## src/rtl/video_stream_tx_if.sv

```systemverilog
// Raster stream bundle: frame valid, pixel valid and pixel data.
interface video_stream_tx_if #(
  parameter int DW = 8
);
  logic          vvalid;
  logic          hvalid;
  logic [DW-1:0] dout;

  modport master (output vvalid, output hvalid, output dout);
  modport slave  (input  vvalid, input  hvalid, input  dout);
endinterface

```

## src/rtl/video_stream_tx.sv

```systemverilog
// Raster test-pattern transmitter feeding line3_buffer; optional macro
// VST_PATTERN_LFSR_EN turns pattern 3 into LFSR noise (otherwise mid-grey).
module video_stream_tx #(
  parameter int DW = 8,
  parameter int HW = 12,
  parameter int VW = 11
) (
  input  logic          clk,
  input  logic          rst,
  input  logic          enable,
  input  logic [HW-1:0] h_active,
  input  logic [HW-1:0] h_blank,
  input  logic [VW-1:0] v_active,
  input  logic [VW-1:0] v_blank,
  input  logic [1:0]    pat_sel,
  video_stream_tx_if.master vs,
  output logic          busy,
  output logic          frame_done,
  output logic          cfg_err
);

  // state   | meaning
  // IDLE    | waiting for enable; config latched on start
  // VBLANK  | max(v_blank,1) blank lines of h_active+h_blank cycles
  // ACTIVE  | h_active valid pixels of the current line
  // HBLANK  | h_blank blank cycles closing the line
  typedef enum logic [1:0] {S_IDLE, S_VBLANK, S_ACTIVE, S_HBLANK} state_t;

  localparam logic [HW:0]   X_ONE = 1;
  localparam logic [VW-1:0] Y_ONE = 1;

  state_t        state_q, state_d;
  logic [HW:0]   x_q, x_d;
  logic [VW-1:0] y_q, y_d;
  logic [HW-1:0] ha_q, ha_d, hb_q, hb_d;
  logic [VW-1:0] va_q, va_d, vb_q, vb_d;
  logic [1:0]    pat_q, pat_d;
  logic          vvalid_q, vvalid_d, hvalid_q, hvalid_d;
  logic [DW-1:0] dout_q, dout_d, pix;
  logic          busy_q, busy_d, frame_done_q, frame_done_d, cfg_err_q, cfg_err_d;
  logic          start, line_end;
  logic [HW:0]   line_last, ha_last, hb_last;
  logic [VW-1:0] va_last, vb_last;
`ifdef VST_PATTERN_LFSR_EN
  logic [15:0]   lfsr_q, lfsr_d;
`endif

  // Widened line length keeps the VBLANK compare safe at all-ones config.
  assign line_last = {1'b0, ha_q} + {1'b0, hb_q} - X_ONE;
  assign ha_last   = {1'b0, ha_q} - X_ONE;
  assign hb_last   = {1'b0, hb_q} - X_ONE;
  assign va_last   = va_q - Y_ONE;
  assign vb_last   = (vb_q == '0) ? '0 : vb_q - Y_ONE;

  always_comb begin
    state_d      = state_q;
    x_d          = x_q;
    y_d          = y_q;
    ha_d         = ha_q;
    hb_d         = hb_q;
    va_d         = va_q;
    vb_d         = vb_q;
    pat_d        = pat_q;
    frame_done_d = 1'b0;
    cfg_err_d    = 1'b0;
    start        = 1'b0;
    line_end     = 1'b0;
`ifdef VST_PATTERN_LFSR_EN
    lfsr_d       = lfsr_q;
`endif

    case (state_q)
      S_IDLE: start = enable;
      S_VBLANK: begin
        if (x_q == line_last) begin
          x_d = '0;
          if (y_q == vb_last) begin
            y_d     = '0;
            state_d = S_ACTIVE;
          end else begin
            y_d = y_q + Y_ONE;
          end
        end else begin
          x_d = x_q + X_ONE;
        end
      end
      S_ACTIVE: begin
        if (x_q == ha_last) begin
          x_d = '0;
          if (hb_q == '0) line_end = 1'b1;
          else            state_d  = S_HBLANK;
        end else begin
          x_d = x_q + X_ONE;
        end
      end
      S_HBLANK: begin
        if (x_q == hb_last) begin
          x_d      = '0;
          line_end = 1'b1;
        end else begin
          x_d = x_q + X_ONE;
        end
      end
      default: state_d = S_IDLE;
    endcase

    if (line_end) begin
      if (y_q == va_last) begin
        frame_done_d = 1'b1;
        state_d      = S_IDLE;
        start        = enable;
      end else begin
        y_d     = y_q + Y_ONE;
        state_d = S_ACTIVE;
      end
    end

    if (start) begin
      ha_d  = h_active;
      hb_d  = h_blank;
      va_d  = v_active;
      vb_d  = v_blank;
      pat_d = pat_sel;
      x_d   = '0;
      y_d   = '0;
`ifdef VST_PATTERN_LFSR_EN
      lfsr_d = 16'hACE1;
`endif
      if (h_active == '0 || v_active == '0) begin
        cfg_err_d = 1'b1;
        state_d   = S_IDLE;
      end else begin
        state_d = S_VBLANK;
      end
    end

    hvalid_d = (state_d == S_ACTIVE);
    vvalid_d = (state_d == S_ACTIVE) || (state_d == S_HBLANK);
    busy_d   = (state_d != S_IDLE);

    case (pat_q)
      2'd0:    pix = DW'(x_d);
      2'd1:    pix = DW'(y_d);
      2'd2:    pix = (x_d[3] ^ y_d[3]) ? '1 : '0;
`ifdef VST_PATTERN_LFSR_EN
      default: pix = DW'(lfsr_q);
`else
      default: pix = DW'(1) << (DW - 1);
`endif
    endcase
    dout_d = hvalid_d ? pix : '0;

`ifdef VST_PATTERN_LFSR_EN
    // Fibonacci taps 16,14,13,11; one step per emitted pixel.
    if (hvalid_d) lfsr_d = {lfsr_q[0] ^ lfsr_q[2] ^ lfsr_q[3] ^ lfsr_q[5], lfsr_q[15:1]};
`endif
  end

  always_ff @(posedge clk) begin
    if (rst) begin
      state_q      <= S_IDLE;
      x_q          <= '0;
      y_q          <= '0;
      ha_q         <= '0;
      hb_q         <= '0;
      va_q         <= '0;
      vb_q         <= '0;
      pat_q        <= '0;
      vvalid_q     <= 1'b0;
      hvalid_q     <= 1'b0;
      dout_q       <= '0;
      busy_q       <= 1'b0;
      frame_done_q <= 1'b0;
      cfg_err_q    <= 1'b0;
`ifdef VST_PATTERN_LFSR_EN
      lfsr_q       <= 16'hACE1;
`endif
    end else begin
      state_q      <= state_d;
      x_q          <= x_d;
      y_q          <= y_d;
      ha_q         <= ha_d;
      hb_q         <= hb_d;
      va_q         <= va_d;
      vb_q         <= vb_d;
      pat_q        <= pat_d;
      vvalid_q     <= vvalid_d;
      hvalid_q     <= hvalid_d;
      dout_q       <= dout_d;
      busy_q       <= busy_d;
      frame_done_q <= frame_done_d;
      cfg_err_q    <= cfg_err_d;
`ifdef VST_PATTERN_LFSR_EN
      lfsr_q       <= lfsr_d;
`endif
    end
  end

  assign vs.vvalid  = vvalid_q;
  assign vs.hvalid  = hvalid_q;
  assign vs.dout    = dout_q;
  assign busy       = busy_q;
  assign frame_done = frame_done_q;
  assign cfg_err    = cfg_err_q;

endmodule

```

## src/flat_wrapper.sv

```systemverilog
// flat-port wrapper written by rule: the top's interface ports become plain ports
module video_stream_tx_flat 
#(
  parameter int DW = 8,
  parameter int HW = 12,
  parameter int VW = 11
)
  (clk, rst, enable, h_active, h_blank, v_active, v_blank, pat_sel, busy, frame_done, cfg_err, vs_vvalid, vs_hvalid, vs_dout);
  video_stream_tx_if #(.DW(DW)) vs_i ();
  input  logic clk;
  input  logic rst;
  input  logic enable;
  input  logic [HW-1:0] h_active;
  input  logic [HW-1:0] h_blank;
  input  logic [VW-1:0] v_active;
  input  logic [VW-1:0] v_blank;
  input  logic [1:0] pat_sel;
  output logic busy;
  output logic frame_done;
  output logic cfg_err;
  output wire logic [$bits(vs_i.vvalid)-1:0] vs_vvalid;
  output wire logic [$bits(vs_i.hvalid)-1:0] vs_hvalid;
  output wire logic [$bits(vs_i.dout)-1:0] vs_dout;
  assign vs_vvalid = vs_i.vvalid;
  assign vs_hvalid = vs_i.hvalid;
  assign vs_dout = vs_i.dout;
  video_stream_tx #(.DW(DW), .HW(HW), .VW(VW)) u_core (.clk(clk), .rst(rst), .enable(enable), .h_active(h_active), .h_blank(h_blank), .v_active(v_active), .v_blank(v_blank), .pat_sel(pat_sel), .vs(vs_i), .busy(busy), .frame_done(frame_done), .cfg_err(cfg_err));
endmodule
```

## config.mk

```make
export PLATFORM = sky130hd
export DESIGN_NAME = video_stream_tx_flat
export DESIGN_NICKNAME = d
export VERILOG_FILES = /design/src/rtl/video_stream_tx_if.sv /design/src/rtl/video_stream_tx.sv /design/src/flat_wrapper.sv
export SDC_FILE = /design/constraint.sdc
export NUM_CORES = 1
export LEC_CHECK = 0
export CORE_ASPECT_RATIO = 0.9
export CORE_UTILIZATION = 59
export DETAILED_ROUTE_END_ITERATION = 10
export PLACE_DENSITY_LB_ADDON = 0.12
export SLEW_MARGIN = 20
export SYNTH_ARGS = -nofsm -noshare
export SYNTH_HDL_FRONTEND = slang
export SYNTH_SLANG_ARGS = --single-unit
```

## constraint.sdc

```tcl
create_clock -name clk -period 4.8 [get_ports clk]
set_input_delay 0.72 -clock clk [delete_from_list [all_inputs] [get_ports clk]]
set_output_delay 0.72 -clock clk [all_outputs]
set_load 0.01 [all_outputs]
```

==> flow_summary.json, run 1 <==
{
  "worst_slack_ns": 0.269,
  "ff2ff_path_depth": 16,
  "vdd_drop_max_mv": 0.281,
  "drive_above_1_share": 0.0678,
  "power_w": 0.00224,
  "drt_iter0_markers": 598,
  "ys_types": 91,
  "routed_wl_mm": 20.2,
  "cts.sinks": 87,
  "areaGrowthSynthToFinish_pct": 14.0,
  "num_vias": 6784,
  "whs_endpoint": "u_core.va_q[1]",
  "ys_seq_elements": 87,
  "cts_max_path_buffers": 2,
  "rr_endpoint": "u_core.vs.dout[6]",
  "crit_arrival_ns": 4.73,
  "clock_latency_ns": 0.35,
  "r2r-start": "u_core.hb_q[1]",
  "ant_nets": 0,
  "worstPathMaxFanout": 7,
  "crit_required_ns": 5.00,
  "grt_use_met2": 0.487,
  "max_stage_delay_ns": 0.64,
  "r2r_setup_slack_ns": 0.27,
  "hold_path.class": "register to register",
  "grt_use_total": 0.340,
  "met3_usage": 0.0845,
  "die_width_um": 117,
  "slew_headroom": 0.284,
  "remaining_drc_errors": 0,
  "coreArea_um2": 11500,
  "synth_compound_area_frac": 0.194,
  "cts_tree": "built",
  "cts_buffers": 9,
  "yosys.area_share.simple": 0.251,
  "fin_crit_sh": 0.944,
  "place.gp.congestion": 0.957,
  "worstSetupStartpointType": "register",
  "path_buf_inv": 3,
  "synth-xor-area-share": 0.0910,
  "start_util": 0.610,
  "antenna_cells": 0,
  "synthAdderAreaFrac": 0.0652,
  "yosysWarningCount": 0,
  "synth_top_family_by_area": "simple AND/OR/NAND/NOR gates",
  "grt_pass1_vias": 6301,
  "final_hold_viol_count": 0,
  "final_max_slew_viol_count": 0,
  "synthCells": 879,
  "grt-ovfl-total": 0,
  "cp-end-kind": "register",
  "seq_area_frac_synth": 0.248,
  "cts.reportedPaths.clkPinSlew_ns": 0.07,
  "ys.flop_type": "dfxtp_1",
  "nets": 996,
  "synth_area_um2": 7030,
  "critPathTopFamily": "simple AND/OR/NAND/NOR gates",
  "skew_ns": 0.00886,
  "syn-num-nets": 966,
  "die_area_um2": 12400,
  "dr.pass1.iters": 6,
  "regArea_um2": 1740,
  "crit_chain": "inv_1 -> ha_1 -> inv_1 -> ha_1 -> inv_1 -> fa_1 -> nor2b_2 -> o2111a_1 -> or3_1 -> a31oi_1 -> or4_1 -> or2_2 -> or4_4 -> o211ai_4 -> mux2i_4 -> a21oi_1",
  "status": "finished, final reports clean",
  "grt_max_degree": 55,
  "cts_max_level": 3,
  "crit_top_cell": "inv_1",
  "n_fill_cell": 947,
  "p_per_area_nw_per_um2": 280,
  "via_per_inst": 6.34,
  "hold_path_startpoint": "u_core.va_q[1]",
  "fmax_ghz": 0.221,
  "worstHoldPathCells": 2,
  "num_rows": 37,
  "wl_per_cell_um": 18.9,
  "fin_crit_ns": 4.53,
  "dp_slack_ns": 0.302,
  "p_leak_nw": 3.26,
  "max_cap_violations": 0,
  "portBuffers": 63,
  "clock-root-buffer": "clkbuf_16",
  "grt_util_met1": 0.493,
  "async_flop_share": 0,
  "rsz0062_at_grt": "false",
  "synth_edf_count": 0,
  "critPathKind": "register to register",
  "dp_hpwl_mm": 15.4,
  "synth_area_per_cell_um2": 8.00,
  "fp.dieH_um": 106,
  "grt_pass1_wl_mm": 32.1,
  "multi_input_area_um2": 4820,
  "postCtsSetupRepairBufs": 0,
  "crit_path_top_delay_cell": "or4_1",
  "busiest_layer": "met1",
  "synth.area.mux_share": 0.0806,
  "antenna_found_initial": 0,
  "fin_setup_tns_ns": 0,
  "worst_pin_slew_ns": 1.07,
  "io_pins": 64,
  "setup_viol": 0
}
## layout make-up
cell class | instances | area share
Inverter | 71 | 0.0333
Tap cell | 156 | 0.0244
Clock inverter | 5 | 0.00531
Timing Repair Buffer | 72 | 0.0881
Multi-Input combinational cell | 668 | 0.601
Clock buffer | 11 | 0.0303
Sequential cell | 87 | 0.217
## per-stage QoR
| step | instances | util | cell area, µm² | hold slack (ns) |
|---|---|---|---|---|
| after floorplan | 879 | - | 7030 | 0.485 |
| after global placement | 1054 | 0.669 | 7720 | 0.531 |
| after detailed placement | 1054 | 0.669 | 7720 | 0.547 |
| after CTS | 1070 | 0.694 | 8000 | 0.562 |
| after global routing | 1070 | 0.695 | 8010 | 0.590 |
| final | 1070 | 0.695 | 8010 | 0.558 |
## layout by cell type (no fill, tap or decap), types with 4 or more instances in the layout
| cell | count |
|---|---|
| nor2_1 | 100 |
| dfxtp_1 | 87 |
| inv_1 | 71 |
| clkdlybuf4s50_1 | 62 |
| mux2i_1 | 51 |
| xnor2_1 | 49 |
| a21oi_1 | 40 |
| nand2_1 | 38 |
| ha_1 | 35 |
| nand3_1 | 26 |
| xor2_1 | 24 |
| o21ai_0 | 23 |
| nor3_1 | 22 |
| nor4_1 | 16 |
| nor2b_1 | 11 |
| and3_1 | 11 |
| or4_1 | 11 |
| or3_1 | 10 |
| a22oi_1 | 10 |
| nand4_1 | 10 |
| a21o_1 | 10 |
| a211o_1 | 9 |
| clkbuf_16 | 9 |
| nor3b_1 | 8 |
| and2_1 | 8 |
| o21a_1 | 8 |
| buf_4 | 8 |
| or2_2 | 7 |
| nand2b_1 | 7 |
| o31ai_1 | 6 |
| a31oi_1 | 6 |
| a211oi_1 | 5 |
| o22ai_1 | 5 |
| o211ai_1 | 5 |
| a2111oi_0 | 5 |
| a22o_1 | 4 |
## metal layers
| metal | wire [µm] | vias to the layer above |
|---|---|---|
| met5 | 0 | - |
| met4 | 461 | 0 |
| met3 | 1890 | 39 |
| met2 | 8300 | 311 |
| met1 | 9580 | 3216 |
| li1 | - | 3218 |
## how the worst max path moves through the flow
stage	start	end	slack, ns	cells past startpoint
finish	u_core.hb_q[1]	u_core.vs.dout[6]	0.27	16
global route	u_core.hb_q[1]	u_core.vs.dout[1]	0.01	16
CTS	u_core.hb_q[1]	u_core.vs.dout[4]	0.28	16
detailed placement	u_core.hb_q[1]	u_core.vs.dout[4]	0.30	16
global placement	u_core.hb_q[1]	u_core.vs.dout[4]	0.45	16
floorplan	u_core.hb_q[1]	u_core.vs.dout[7]	0.71	16
## sequential cells by signal, summed over array words and instances (netlist names), 2 cells and up
| register | flops |
|---|---|
| u_core.x_q | 13 |
| u_core.ha_q | 12 |
| u_core.hb_q | 12 |
| u_core.va_q | 11 |
| u_core.vb_q | 11 |
| u_core.y_q | 11 |
| u_core.vs.dout | 8 |
| u_core.pat_q | 2 |
| u_core.state_q | 2 |
## cell families (layout without fill, tap and decap cells)
| family | Yosys count | after routing |
|---|---|---|
| multiplexers | 55 | 55 |
| adder cells (fa/ha/maj) | 36 | 36 |
| AND/OR/NAND/NOR | 321 | 321 |
| XOR/XNOR | 73 | 73 |
| flip-flops | 87 | 87 |
| AO/OA/AOI/OAI | 183 | 183 |
| buffers and inverters | 124 | 159 |
## repair_timing
action,CTS,global route
hold buffers,0,0
gates resized for setup,0,2
endpoints found under the setup margin,0,7
## synth_stat cells (8+ instances only)
| cell type | number | area share |
|---|---|---|
| buf_2 | 10 | 0.0071 |
| nor3_1 | 22 | 0.016 |
| or3_1 | 10 | 0.0089 |
| mux2i_1 | 51 | 0.073 |
| a22oi_1 | 10 | 0.011 |
| nand4_1 | 10 | 0.0089 |
| nor4_1 | 16 | 0.014 |
| ha_1 | 35 | 0.062 |
| or4_1 | 11 | 0.012 |
| and3_1 | 11 | 0.0098 |
| xor2_1 | 24 | 0.030 |
| nor3b_1 | 8 | 0.0085 |
| nand2_1 | 38 | 0.020 |
| inv_1 | 71 | 0.038 |
| nor2b_1 | 12 | 0.011 |
| a21oi_1 | 40 | 0.028 |
| o21a_1 | 8 | 0.0085 |
| o21ai_0 | 23 | 0.016 |
| clkbuf_1 | 37 | 0.020 |
| nor2_1 | 100 | 0.053 |
| a211o_1 | 9 | 0.011 |
| xnor2_1 | 49 | 0.061 |
| and2_1 | 8 | 0.0071 |
| nand3_1 | 26 | 0.019 |
| a21o_1 | 10 | 0.011 |
| dfxtp_1 | 87 | 0.25 |
## worst min-delay path, stage by stage, from the launching register on
cell and delay [ns]:
dfxtp_1 0.35, mux2i_1 0.09, nor2_1 0.08
## power by group
part	internal [W]	total [W]	switching, W
registers	0.000751	0.000803	0.0000518
clock network	0.000371	0.000681	0.000310
logic	0.000343	0.000757	0.000414
(Power assumes the default switching activity.)
==> run 2: changes to the inputs <==
==> constraint.sdc (replaced) <==
create_clock -name clk -period 5.2 [get_ports clk]
set_input_delay 0.78 -clock clk [delete_from_list [all_inputs] [get_ports clk]]
set_output_delay 0.78 -clock clk [all_outputs]
set_load 0.05 [all_outputs]
==> flow_summary.json, run 2 (synthesis results as in run 1) <==
{
  "postCtsSetupRepairBufs": 0,
  "n_fill_cell": 937,
  "die_width_um": 117,
  "fin_setup_tns_ns": 0,
  "cp-startpoint": "u_core.hb_q[1]",
  "portBuffers": 63,
  "drt_iter0_markers": 762,
  "max_stage_delay_ns": 0.62,
  "worstSetupStartpointType": "register",
  "antenna_found_initial": 0,
  "via_per_inst": 6.34,
  "skew_ns": 0.0109,
  "critPathKind": "register to register",
  "post_cts_resized": 0,
  "worstPathMaxFanout": 7,
  "areaGrowthSynthToFinish_pct": 13.2,
  "num_vias": 6740,
  "final_hold_viol_count": 0,
  "status": "finished, final reports clean",
  "cp-end-kind": "register",
  "fin_crit_ns": 4.58,
  "coreArea_um2": 11500,
  "crit_path_top_delay_cell": "or4_1",
  "grt_util_met1": 0.496,
  "start_util": 0.610,
  "r2r-start": "u_core.hb_q[1]",
  "crit_top_cell": "inv_1",
  "hold_path.class": "register to register",
  "top_register": "u_core.x_q",
  "max_cap_violations": 0,
  "nets": 989,
  "final_max_slew_viol_count": 0,
  "cts.sinks": 87,
  "cts_max_path_buffers": 2,
  "cts_buffers": 9,
  "setup_viol": 0,
  "dr.pass1.iters": 5,
  "grt_max_degree": 55,
  "hold_path_startpoint": "u_core.va_q[1]",
  "routed_wl_mm": 20.0,
  "grt-ovfl-total": 0,
  "rsz0062_at_grt": "false",
  "place.gp.congestion": 0.933,
  "clock_latency_ns": 0.36,
  "mostFrequentLayoutCells": "nor2_1, dfxtp_1, inv_1",
  "remaining_drc_errors": 0,
  "crit_arrival_ns": 4.79,
  "cts.reportedPaths.clkPinSlew_ns": 0.07,
  "io_pins": 64,
  "clock-root-buffer": "clkbuf_16",
  "reg_top3": "u_core.x_q (13), u_core.ha_q (12), u_core.hb_q (12)",
  "met3_usage": 0.0673,
  "cts_tree": "built",
  "ant_nets": 0,
  "p_per_area_nw_per_um2": 263,
  "grt_pass1_wl_mm": 31.8,
  "antenna_cells": 0,
  "wl_per_cell_um": 18.8,
  "worst_pin_slew_ns": 1.05,
  "final_common_cell": "nor2_1",
  "dp_hpwl_mm": 15.2,
  "largest_register_ffs": 13,
  "fmax_ghz": 0.218,
  "slew_headroom": 0.300,
  "grt_pass1_vias": 6256,
  "hold_buffers": 0,
  "fp.dieH_um": 106,
  "drive_above_1_share": 0.0573,
  "busiest_layer": "met1",
  "cts_max_level": 3,
  "grt_use_total": 0.338,
  "grt_use_met2": 0.491,
  "p_leak_nw": 3.22,
  "crit_required_ns": 5.40,
  "fin_crit_sh": 0.881,
  "num_rows": 37,
  "die_area_um2": 12400,
  "hold_slack_ns": 0.551,
  "vdd_drop_max_mv": 0.228,
  "crit_chain": "inv_1 -> ha_1 -> inv_1 -> ha_1 -> inv_1 -> fa_1 -> nor2b_1 -> o2111a_1 -> or3_1 -> a31oi_1 -> or4_1 -> or2_2 -> or4_4 -> o211ai_4 -> mux2i_4 -> a31oi_1"
}
## run 2: power breakdown
part           leakage (nW)  switching, W  internal (W)
Clock                 0.143      0.000271      0.000387
Sequential            0.710     0.0000504      0.000694
Combinational          2.36      0.000381      0.000307
## run 2: layer usage
metal / vias to the layer above / wire (µm)
met5: - / 0
met4: 0 / 408
met3: 41 / 1800
met2: 313 / 8170
met1: 3172 / 9590
li1: 3214 / -
## run 2: layout make-up
class | count | area, µm² | share of cell area
multi-input cells | 668 | 4810 | 0.605
flip-flops and latches | 87 | 1740 | 0.219
repair buffers | 65 | 641 | 0.0805
inverters | 71 | 267 | 0.0335
clock buffers | 12 | 246 | 0.0310
well taps | 156 | 195 | 0.0245
clock inverters | 4 | 55.1 | 0.00692
## run 2: critical path, delay by kind of cell, from the launching register on
family,cells,cell delay [ns]
AND/OR/NAND/NOR,5,1.90
multiplexers,1,0.39
flip-flops,1,0.39
adder cells (fa/ha/maj),3,0.89
AO/OA/AOI/OAI,4,0.66
buffers and inverters,3,0.22
## run 2: stage by stage
| stage | util | setup slack [ns] | cells | area [µm²] | total power (W) |
|---|---|---|---|---|---|
| final | 0.690 | 0.619 | 1063 | 7950 | 0.00209 |
| after global routing | 0.690 | 0.365 | 1063 | 7950 | 0.00220 |
| after floorplan | - | 1.11 | 879 | 7030 | 0.00125 |
| after detailed placement | 0.664 | 0.743 | 1047 | 7650 | 0.00143 |
| after CTS | 0.690 | 0.654 | 1063 | 7950 | 0.00209 |
| after global placement | 0.664 | 0.856 | 1047 | 7650 | 0.00141 |
## run 2: worst paths after layout
path,to,slack (ns),cells after the start
setup reg to reg,u_core.vs.dout[4],0.62,16
setup / recovery,u_core.vs.dout[4],0.62,16
hold / removal,u_core.va_q[1],0.55,2
hold reg to reg,u_core.va_q[1],0.55,2
